**src/rtl/fifo_ctrl.sv**
```systemverilog
// fifo_ctrl: head/tail/occupancy control for an 8-entry FIFO built from a
// one-hot-enabled register array followed by an 8:1 read mux. The block
// drives the array write enables and the mux select. It reports
// acknowledge/error status one cycle after each request.
module fifo_ctrl (
  input  logic       clk,
  input  logic       reset_n,
  input  logic       wr_en,
  input  logic       rd_en,
  output logic [7:0] we,
  output logic [2:0] rd_addr,
  output logic       rd_fire,
  output logic [3:0] data_count,
  output logic       full,
  output logic       empty,
  output logic       wr_ack,
  output logic       wr_err,
  output logic       rd_ack,
  output logic       rd_err
);

  localparam logic [2:0] INIT     = 3'd0;
  localparam logic [2:0] NO_OP    = 3'd1;
  localparam logic [2:0] WRITE    = 3'd2;
  localparam logic [2:0] READ     = 3'd3;
  localparam logic [2:0] WR_RD    = 3'd4;
  localparam logic [2:0] WR_ERR   = 3'd5;
  localparam logic [2:0] RD_ERR   = 3'd6;
  localparam logic [2:0] WRRD_ERR = 3'd7;

  logic [2:0] head;
  logic [2:0] tail;
  logic [3:0] count;
  logic [2:0] state;
  logic [2:0] state_nxt;
  logic       wr_won;
  logic       wacc;
  logic       racc;

  // Occupancy flags come from the registered count. A read in the same
  // cycle therefore never makes room for a write while the FIFO is full.
  assign full       = (count == 4'd8);
  assign empty      = (count == 4'd0);
  assign data_count = count;
  assign rd_addr    = head;

  assign wacc    = wr_en & ~full;
  assign racc    = rd_en & ~empty;
  assign rd_fire = racc & reset_n;

  // One-hot write enable at the tail slot; forced off while in reset
  always_comb begin
    we = 8'h00;
    if (reset_n && wacc) we[tail] = 1'b1;
  end

  // Classify this cycle's requests into the status state reported next cycle
  always_comb begin
    state_nxt = NO_OP;
    case ({wr_en, rd_en})
      2'b10:   state_nxt = wacc ? WRITE : WR_ERR;
      2'b01:   state_nxt = racc ? READ : RD_ERR;
      2'b11:   state_nxt = (wacc && racc) ? WR_RD : WRRD_ERR;
      default: state_nxt = NO_OP;
    endcase
  end

  // Pointer, occupancy and status-state registers. Reset wins over requests.
  always_ff @(posedge clk) begin
    if (!reset_n) begin
      head   <= 3'd0;
      tail   <= 3'd0;
      count  <= 4'd0;
      state  <= INIT;
      wr_won <= 1'b0;
    end else begin
      tail   <= tail + {2'b00, wacc};
      head   <= head + {2'b00, racc};
      count  <= count + {3'b000, wacc} - {3'b000, racc};
      state  <= state_nxt;
      wr_won <= wacc;
    end
  end

  // Status decode; in WRRD_ERR, wr_won tells which side was accepted
  always_comb begin
    wr_ack = (state == WRITE) || (state == WR_RD) || ((state == WRRD_ERR) && wr_won);
    wr_err = (state == WR_ERR) || ((state == WRRD_ERR) && !wr_won);
    rd_ack = (state == READ) || (state == WR_RD) || ((state == WRRD_ERR) && !wr_won);
    rd_err = (state == RD_ERR) || ((state == WRRD_ERR) && wr_won);
  end

endmodule

```
**config.mk**
```make
export PLATFORM = sky130hd
export DESIGN_NAME = fifo_ctrl
export DESIGN_NICKNAME = d
export VERILOG_FILES = /design/src/rtl/fifo_ctrl.sv
export SDC_FILE = /design/constraint.sdc
export NUM_CORES = 1
export LEC_CHECK = 0
export ABC_AREA = 1
export CORE_UTILIZATION = 41
export CTS_CLUSTER_DIAMETER = 40
export DETAILED_ROUTE_END_ITERATION = 8
export PLACE_DENSITY_LB_ADDON = 0.25
export SETUP_SLACK_MARGIN = 0.3
export SYNTH_ARGS = -nofsm -noshare
export SYNTH_HDL_FRONTEND = slang
export SYNTH_SLANG_ARGS = --single-unit
```
**constraint.sdc**
```tcl
create_clock -name clk -period 1.6 [get_ports clk]
set_input_delay 0.16 -clock clk [delete_from_list [all_inputs] [get_ports clk]]
set_output_delay 0.16 -clock clk [all_outputs]
set_load 0.02 [all_outputs]
```
==> results of run 1 <==
## layout by cell type, fill, tap and decap left out
cell and n:
buf_4 30, nor2_1 16, nand3_1 14, inv_1 13, nand2_1 12, buf_6 9, nor2_4 8, nand2_4 6
inv_2 6, dfxtp_1 6, ha_4 5, dfxtp_4 5, dlygate4sd2_1 5, inv_4 4, nand2_2 4, a21oi_1 4
ha_1 3, clkbuf_4 3, dfxtp_2 3, clkdlybuf4s50_1 3, nand3_2 2, buf_2 2, o211ai_1 1, a211oi_2 1
o21ai_1 1, xor2_1 1, nand3b_1 1, clkinv_1 1, xnor2_2 1, xnor2_1 1, nand4_1 1, fa_2 1
clkbuf_8 1, clkdlybuf4s15_1 1, clkbuf_2 1
## timing repair
item | CTS | global route
pin swaps | 2 | 7
resized for setup | 102 | 29
endpoints found under the setup margin | 30 | 25
setup buffers | 4 | 6
hold buffers | 0 | 0
## flip-flops by register name, indices dropped and copies added (netlist names)
register    flops
state           3
rd_addr         3
tail            3
wr_won          1
data_count      4
## metrics by stage
stage | util | instances | hold slack [ns] | instance area, sq um | setup TNS (ns)
after floorplan | - | 122 | 0.3071 | 938.4 | -0.2115
after global placement | 0.6749 | 189 | 0.5127 | 1338 | -2.346
after detailed placement | 0.6749 | 189 | 0.5145 | 1338 | -2.672
after CTS | 0.7210 | 197 | 0.5419 | 1429 | -0.3412
after global routing | 0.7841 | 203 | 0.6024 | 1554 | -2.308
final | 0.7841 | 203 | 0.5468 | 1554 | -1.380
## worst max-delay path: stages (launching register included)
cell     delay (ns)
dfxtp_4        0.38
inv_4          0.04
ha_4           0.16
nand2_4        0.07
nand2_4        0.07
inv_4          0.07
nand2_4        0.06
nand2_4        0.08
ha_4           0.13
inv_2          0.03
fa_2           0.33
xor2_1         0.17
nor2_1         0.12
## power by group
part / total (W) / leakage (nW) / switching [W] / internal [W]
Combinational: 0.00171 / 0.626 / 0.000883 / 0.000826
Sequential: 0.000592 / 0.119 / 0.000120 / 0.000472
Clock: 0.000272 / 0.0210 / 0.000133 / 0.000139
Total: 0.00257 / 0.767 / 0.00114 / 0.00144
## final cells by class
class,count,area [sq um],area share
timing repair buffer,51,425.4,0.2738
multi-input combinational,83,655.6,0.4219
sequential,14,302.8,0.1948
clock buffer,4,36.28,0.02335
inverter,24,100.1,0.06441
tap,27,33.78,0.02174
## final timing paths
check | start | end | slack [ns] | cells after the start
setup / recovery | data_count[3] | data_count[2] | -0.19 | 12
hold / removal | tail[0] | tail[0] | 0.55 | 2
setup reg to reg | data_count[3] | data_count[2] | -0.19 | 12
hold reg to reg | tail[0] | tail[0] | 0.55 | 2
## cell families (layout without fill, tap and decap cells)
kind of cell             Yosys count  after routing  synth area share
AND/OR/NAND/NOR                   64             64            0.3549
buffers and inverters             25             79            0.1092
flip-flops                        14             14            0.3218
adder cells (fa/ha/maj)            9              9            0.1379
AO/OA/AOI/OAI                      7              7           0.04598
XOR/XNOR                           3              3           0.03018
## routing by layer
layer / part of all wire / up-vias / routed length [um] / GRT usage
met5: 0 / - / 0 / 0
met3: 0.035 / 6 / 90 / 0.06415
met1: 0.43 / 460 / 1107 / 0.2285
met4: 0.016 / 0 / 40 / 0.07222
li1: - / 487 / - / -
met2: 0.52 / 27 / 1332 / 0.3568
==> impl_metrics.env, run 1 <==
export IMPL_p_total_w=0.002572
export IMPL_hold_path_class="reg2reg"
export IMPL_cts_sinks=14
export IMPL_hpwl_um=1655
export IMPL_pwr_density_cell_nw_per_um2=1655
export IMPL_hold_viol_final=0
export IMPL_num_vias=980
export IMPL_min_period_ns=1.788
export IMPL_port_buffers=25
export IMPL_cts_made_buffers=3
export IMPL_grt_pass1_wl_um=3187
export IMPL_start_util=0.4394
export IMPL_yosys_most_used_dff="dfxtp_1"
export IMPL_area_growth_pct=78.45
export IMPL_synth_area_leaders="dfxtp_1, ha_1, inv_1"
export IMPL_crit_path_end_kind="flip-flop"
export IMPL_cp_data_arrival_time_ns=2.01
export IMPL_grt_max_degree=9
export IMPL_async_reset_ff_frac=0
export IMPL_grt_pass1_vias=784
export IMPL_fp_dieArea_sq_um=2312
export IMPL_finalWorstSetupSlack_ns=-0.1878
export IMPL_core_area_sq_um=1982
export IMPL_rsz0062_at_grt="yes"
export IMPL_drtPass1Iterations=4
export IMPL_finalMaxSlewViolations=0
export IMPL_cts_root_buffer="clkbuf_4"
export IMPL_worstPathRequired_ns=1.82
export IMPL_yosysMostFrequentCell="inv_1"
export IMPL_die_h_um=48.09
export IMPL_synth_seq_cells=14
export IMPL_fillers=130
export IMPL_outcome="finished with violations"
export IMPL_pre_cts_slack_ns=-0.2678
export IMPL_wire_per_inst_um=12.67
export IMPL_cp_max_fo=3
export IMPL_clk_insertion_delay_late_ns=0.29
export IMPL_synthTopCellsByCount="inv_1, nand2_1, nor2_1, nand3_1, dfxtp_1"
export IMPL_die_w_um=48.09
export IMPL_n_antenna_cell=0
export IMPL_cts_max_level=1
export IMPL_synth_edff_count=0
export IMPL_yosysWarnings=0
export IMPL_drv_cap=0
export IMPL_vias_per_cell=4.828
export IMPL_drive_gt1_frac=0.5227
export IMPL_startpoint_type="flip-flop"
export IMPL_nets=190
export IMPL_timing_final_crit_share=1.117
export IMPL_synth_area_per_cell_sq_um=7.138
export IMPL_slew_headroom=0.7954
export IMPL_syn_nets=135
export IMPL_grt_overflow=0
export IMPL_wl_um=2572
export IMPL_fmax_mhz=559.4
export IMPL_syn_area_sq_um=870.8
export IMPL_clk_path_buf_depth=2
export IMPL_yosysTopAreaCellShare=0.3218
export IMPL_route_detailed_drc=0
export IMPL_cts_tree="built"
export IMPL_tightestPinTransition_ns=0.3060
export IMPL_grt_util_all_layers=0.2028
export IMPL_ys_types=23
export IMPL_clk_pin_slew_ns=0.10
export IMPL_drtIter0Drc=27
export IMPL_synth_area_leader_cell="dfxtp_1"
export IMPL_setup_viol=13
export IMPL_leakagePower_nw=0.7667
export IMPL_violations="setup timing"
export IMPL_antenna_found_initial=0
export IMPL_ys_seq_area_frac=0.3218
export IMPL_ant_nets=0
export IMPL_ir_worst_vdd_v=0.001176
export IMPL_gp_congestion=0.7854
export IMPL_num_io_pins=26
export IMPL_postSynthCellCount=122
export IMPL_skew_ns=0.001939
export IMPL_crit_type="reg2reg"
export IMPL_rows=16
(Power assumes the default switching activity.)
==> run 2: changes to the inputs <==
CELL_PAD_IN_SITES_DETAIL_PLACEMENT = 1   (was unset)
CELL_PAD_IN_SITES_GLOBAL_PLACEMENT = 2   (was unset)
CORE_UTILIZATION = 22   (was 41)
==> impl_metrics.env, run 2 (synthesis results as in run 1) <==
export IMPL_final_cell_mix="buf_4, inv_1, nand2_1, nand3_1, buf_6"
export IMPL_cts_max_level=1
export IMPL_ir_worst_vdd_v=0.0008768
export IMPL_min_period_ns=1.738
export IMPL_start_util=0.2343
export IMPL_grt_pass1_vias=1031
export IMPL_tightestPinTransition_ns=0.2738
export IMPL_cts_tree="built"
export IMPL_final_common_cell="buf_4"
export IMPL_fin_area_sq_um=1662
export IMPL_rsz0062_at_grt="yes"
export IMPL_cp_top_family="adder cells"
export IMPL_whs_ns=0.5360
export IMPL_finalMaxSlewViolations=0
export IMPL_slowest_stage="fa_2"
export IMPL_crit_type="reg2reg"
export IMPL_p_total_w=0.002890
export IMPL_cp_max_fo=3
export IMPL_hpwl_um=1837
export IMPL_crit_path_end_kind="flip-flop"
export IMPL_drv_cap=0
export IMPL_grt_overflow=0
export IMPL_num_io_pins=26
export IMPL_grt_pass1_wl_um=4581
export IMPL_core_area_sq_um=3716
export IMPL_slew_headroom=0.8169
export IMPL_hold_path_class="reg2reg"
export IMPL_gp_congestion=0.7335
export IMPL_clk_path_buf_depth=2
export IMPL_crit_path_cell_trace="inv_4 -> ha_4 -> nand2_4 -> nand2_4 -> inv_2 -> nand2_2 -> nand2_2 -> ha_4 -> inv_2 -> fa_2 -> nor2_2"
export IMPL_port_buffers=25
export IMPL_clk_pin_slew_ns=0.06
export IMPL_die_h_um=64.92
export IMPL_cts_root_buffer="clkbuf_8"
export IMPL_dpl_cell_count=212
export IMPL_skew_ns=0.001331
export IMPL_placed_area_sq_um=1379
export IMPL_area_growth_pct=90.80
export IMPL_rows=22
export IMPL_timing_final_crit_share=1.086
export IMPL_antenna_found_initial=0
export IMPL_nets=194
export IMPL_pwr_density_cell_nw_per_um2=1740
export IMPL_wire_per_inst_um=12.06
export IMPL_ant_nets=0
export IMPL_cp_data_arrival_time_ns=1.88
export IMPL_outcome="finished with violations"
export IMPL_grt_util_all_layers=0.1390
export IMPL_route_detailed_drc=0
export IMPL_largest_register_ffs=4
export IMPL_violations="setup timing"
export IMPL_startpoint_type="flip-flop"
export IMPL_drive_gt1_frac=0.5556
export IMPL_n_antenna_cell=0
export IMPL_clk_insertion_delay_late_ns=0.25
export IMPL_fin_tns_setup_ns=-0.5895
export IMPL_num_vias=988
export IMPL_finalWorstSetupSlack_ns=-0.1381
export IMPL_cts_sinks=14
export IMPL_vias_per_cell=4.333
export IMPL_worstPathRequired_ns=1.75
export IMPL_wl_um=2749
export IMPL_leakagePower_nw=0.7923
export IMPL_fp_dieArea_sq_um=4214
export IMPL_fmax_mhz=575.3
export IMPL_slowest_delay_ns=0.52
export IMPL_final_instance_count_excl_fill=228
export IMPL_cts_made_buffers=3
export IMPL_grt_max_degree=9
export IMPL_setup_viol=8
export IMPL_critPathBufInv=3
export IMPL_drtPass1Iterations=2
export IMPL_die_w_um=64.92
export IMPL_hold_viol_final=0
export IMPL_drtIter0Drc=12
run 2: cell types whose count changed in the layout (fill, tap and decap cells not counted), moves of 3 or more:
cell      delta
clkbuf_4     -3
nor2_1       -5
dfxtp_4      -3
clkbuf_8     +3
buf_6        +3
nor2_2       +6
nand2_1      +3
run 2: area by class of cell:
cell class              count  area [sq um]
fillers                   459          2054
multi-input cells          83         690.7
repair buffers             55         464.2
flip-flops and latches     14         294.0
inverters                  24         97.59
well taps                  48         60.06
clock buffers               4         55.05
run 2: repair_timing:
item                                    in CTS  in global routing
gates resized for setup                    110                 16
hold buffers                                 0                  0
buffers inserted                             9                  3
cloned                                       0                  0
endpoints found under the setup margin      31                 24
pin swaps                                   14                  7
run 2: where the power goes:
part	total [W]	internal (W)	switching [W]
registers	0.000575	0.000468	0.000107
logic	0.00196	0.000989	0.000970
clock network	0.000356	0.000218	0.000138
total	0.00289	0.00168	0.00122
run 2: layer usage:
metal | wire [um] | GRT usage | vias up
met1 | 1129 | 0.1524 | 479
met5 | 0 | 0 | -
li1 | - | - | 495
met2 | 1534 | 0.2721 | 12
met4 | 18 | 0.02500 | 0
met3 | 66 | 0.02641 | 2
run 2: through the flow:
step / utilization / setup WS, ns
after floorplan: - / -0.1214
after global placement: 0.3710 / -0.2724
after detailed placement: 0.3710 / -0.3078
after CTS: 0.4273 / -0.1489
after global routing: 0.4471 / -0.2183
final: 0.4471 / -0.1381
run 2: path summary, 6_finish.rpt:
path,startpoint,to,depth (start not counted),slack (ns)
hold reg to reg,tail[0],tail[0],2,0.54
setup reg to reg,data_count[3],data_count[1],11,-0.14
hold / removal,tail[0],tail[0],2,0.54
setup / recovery,data_count[3],data_count[1],11,-0.14
run 2: worst reg2reg max path: stages, from the launching register on:
cell	delay, ns
dfxtp_4	0.38
inv_4	0.04
ha_4	0.16
nand2_4	0.08
nand2_4	0.06
inv_2	0.07
nand2_2	0.06
nand2_2	0.08
ha_4	0.14
inv_2	0.04
fa_2	0.52
nor2_2	0.03
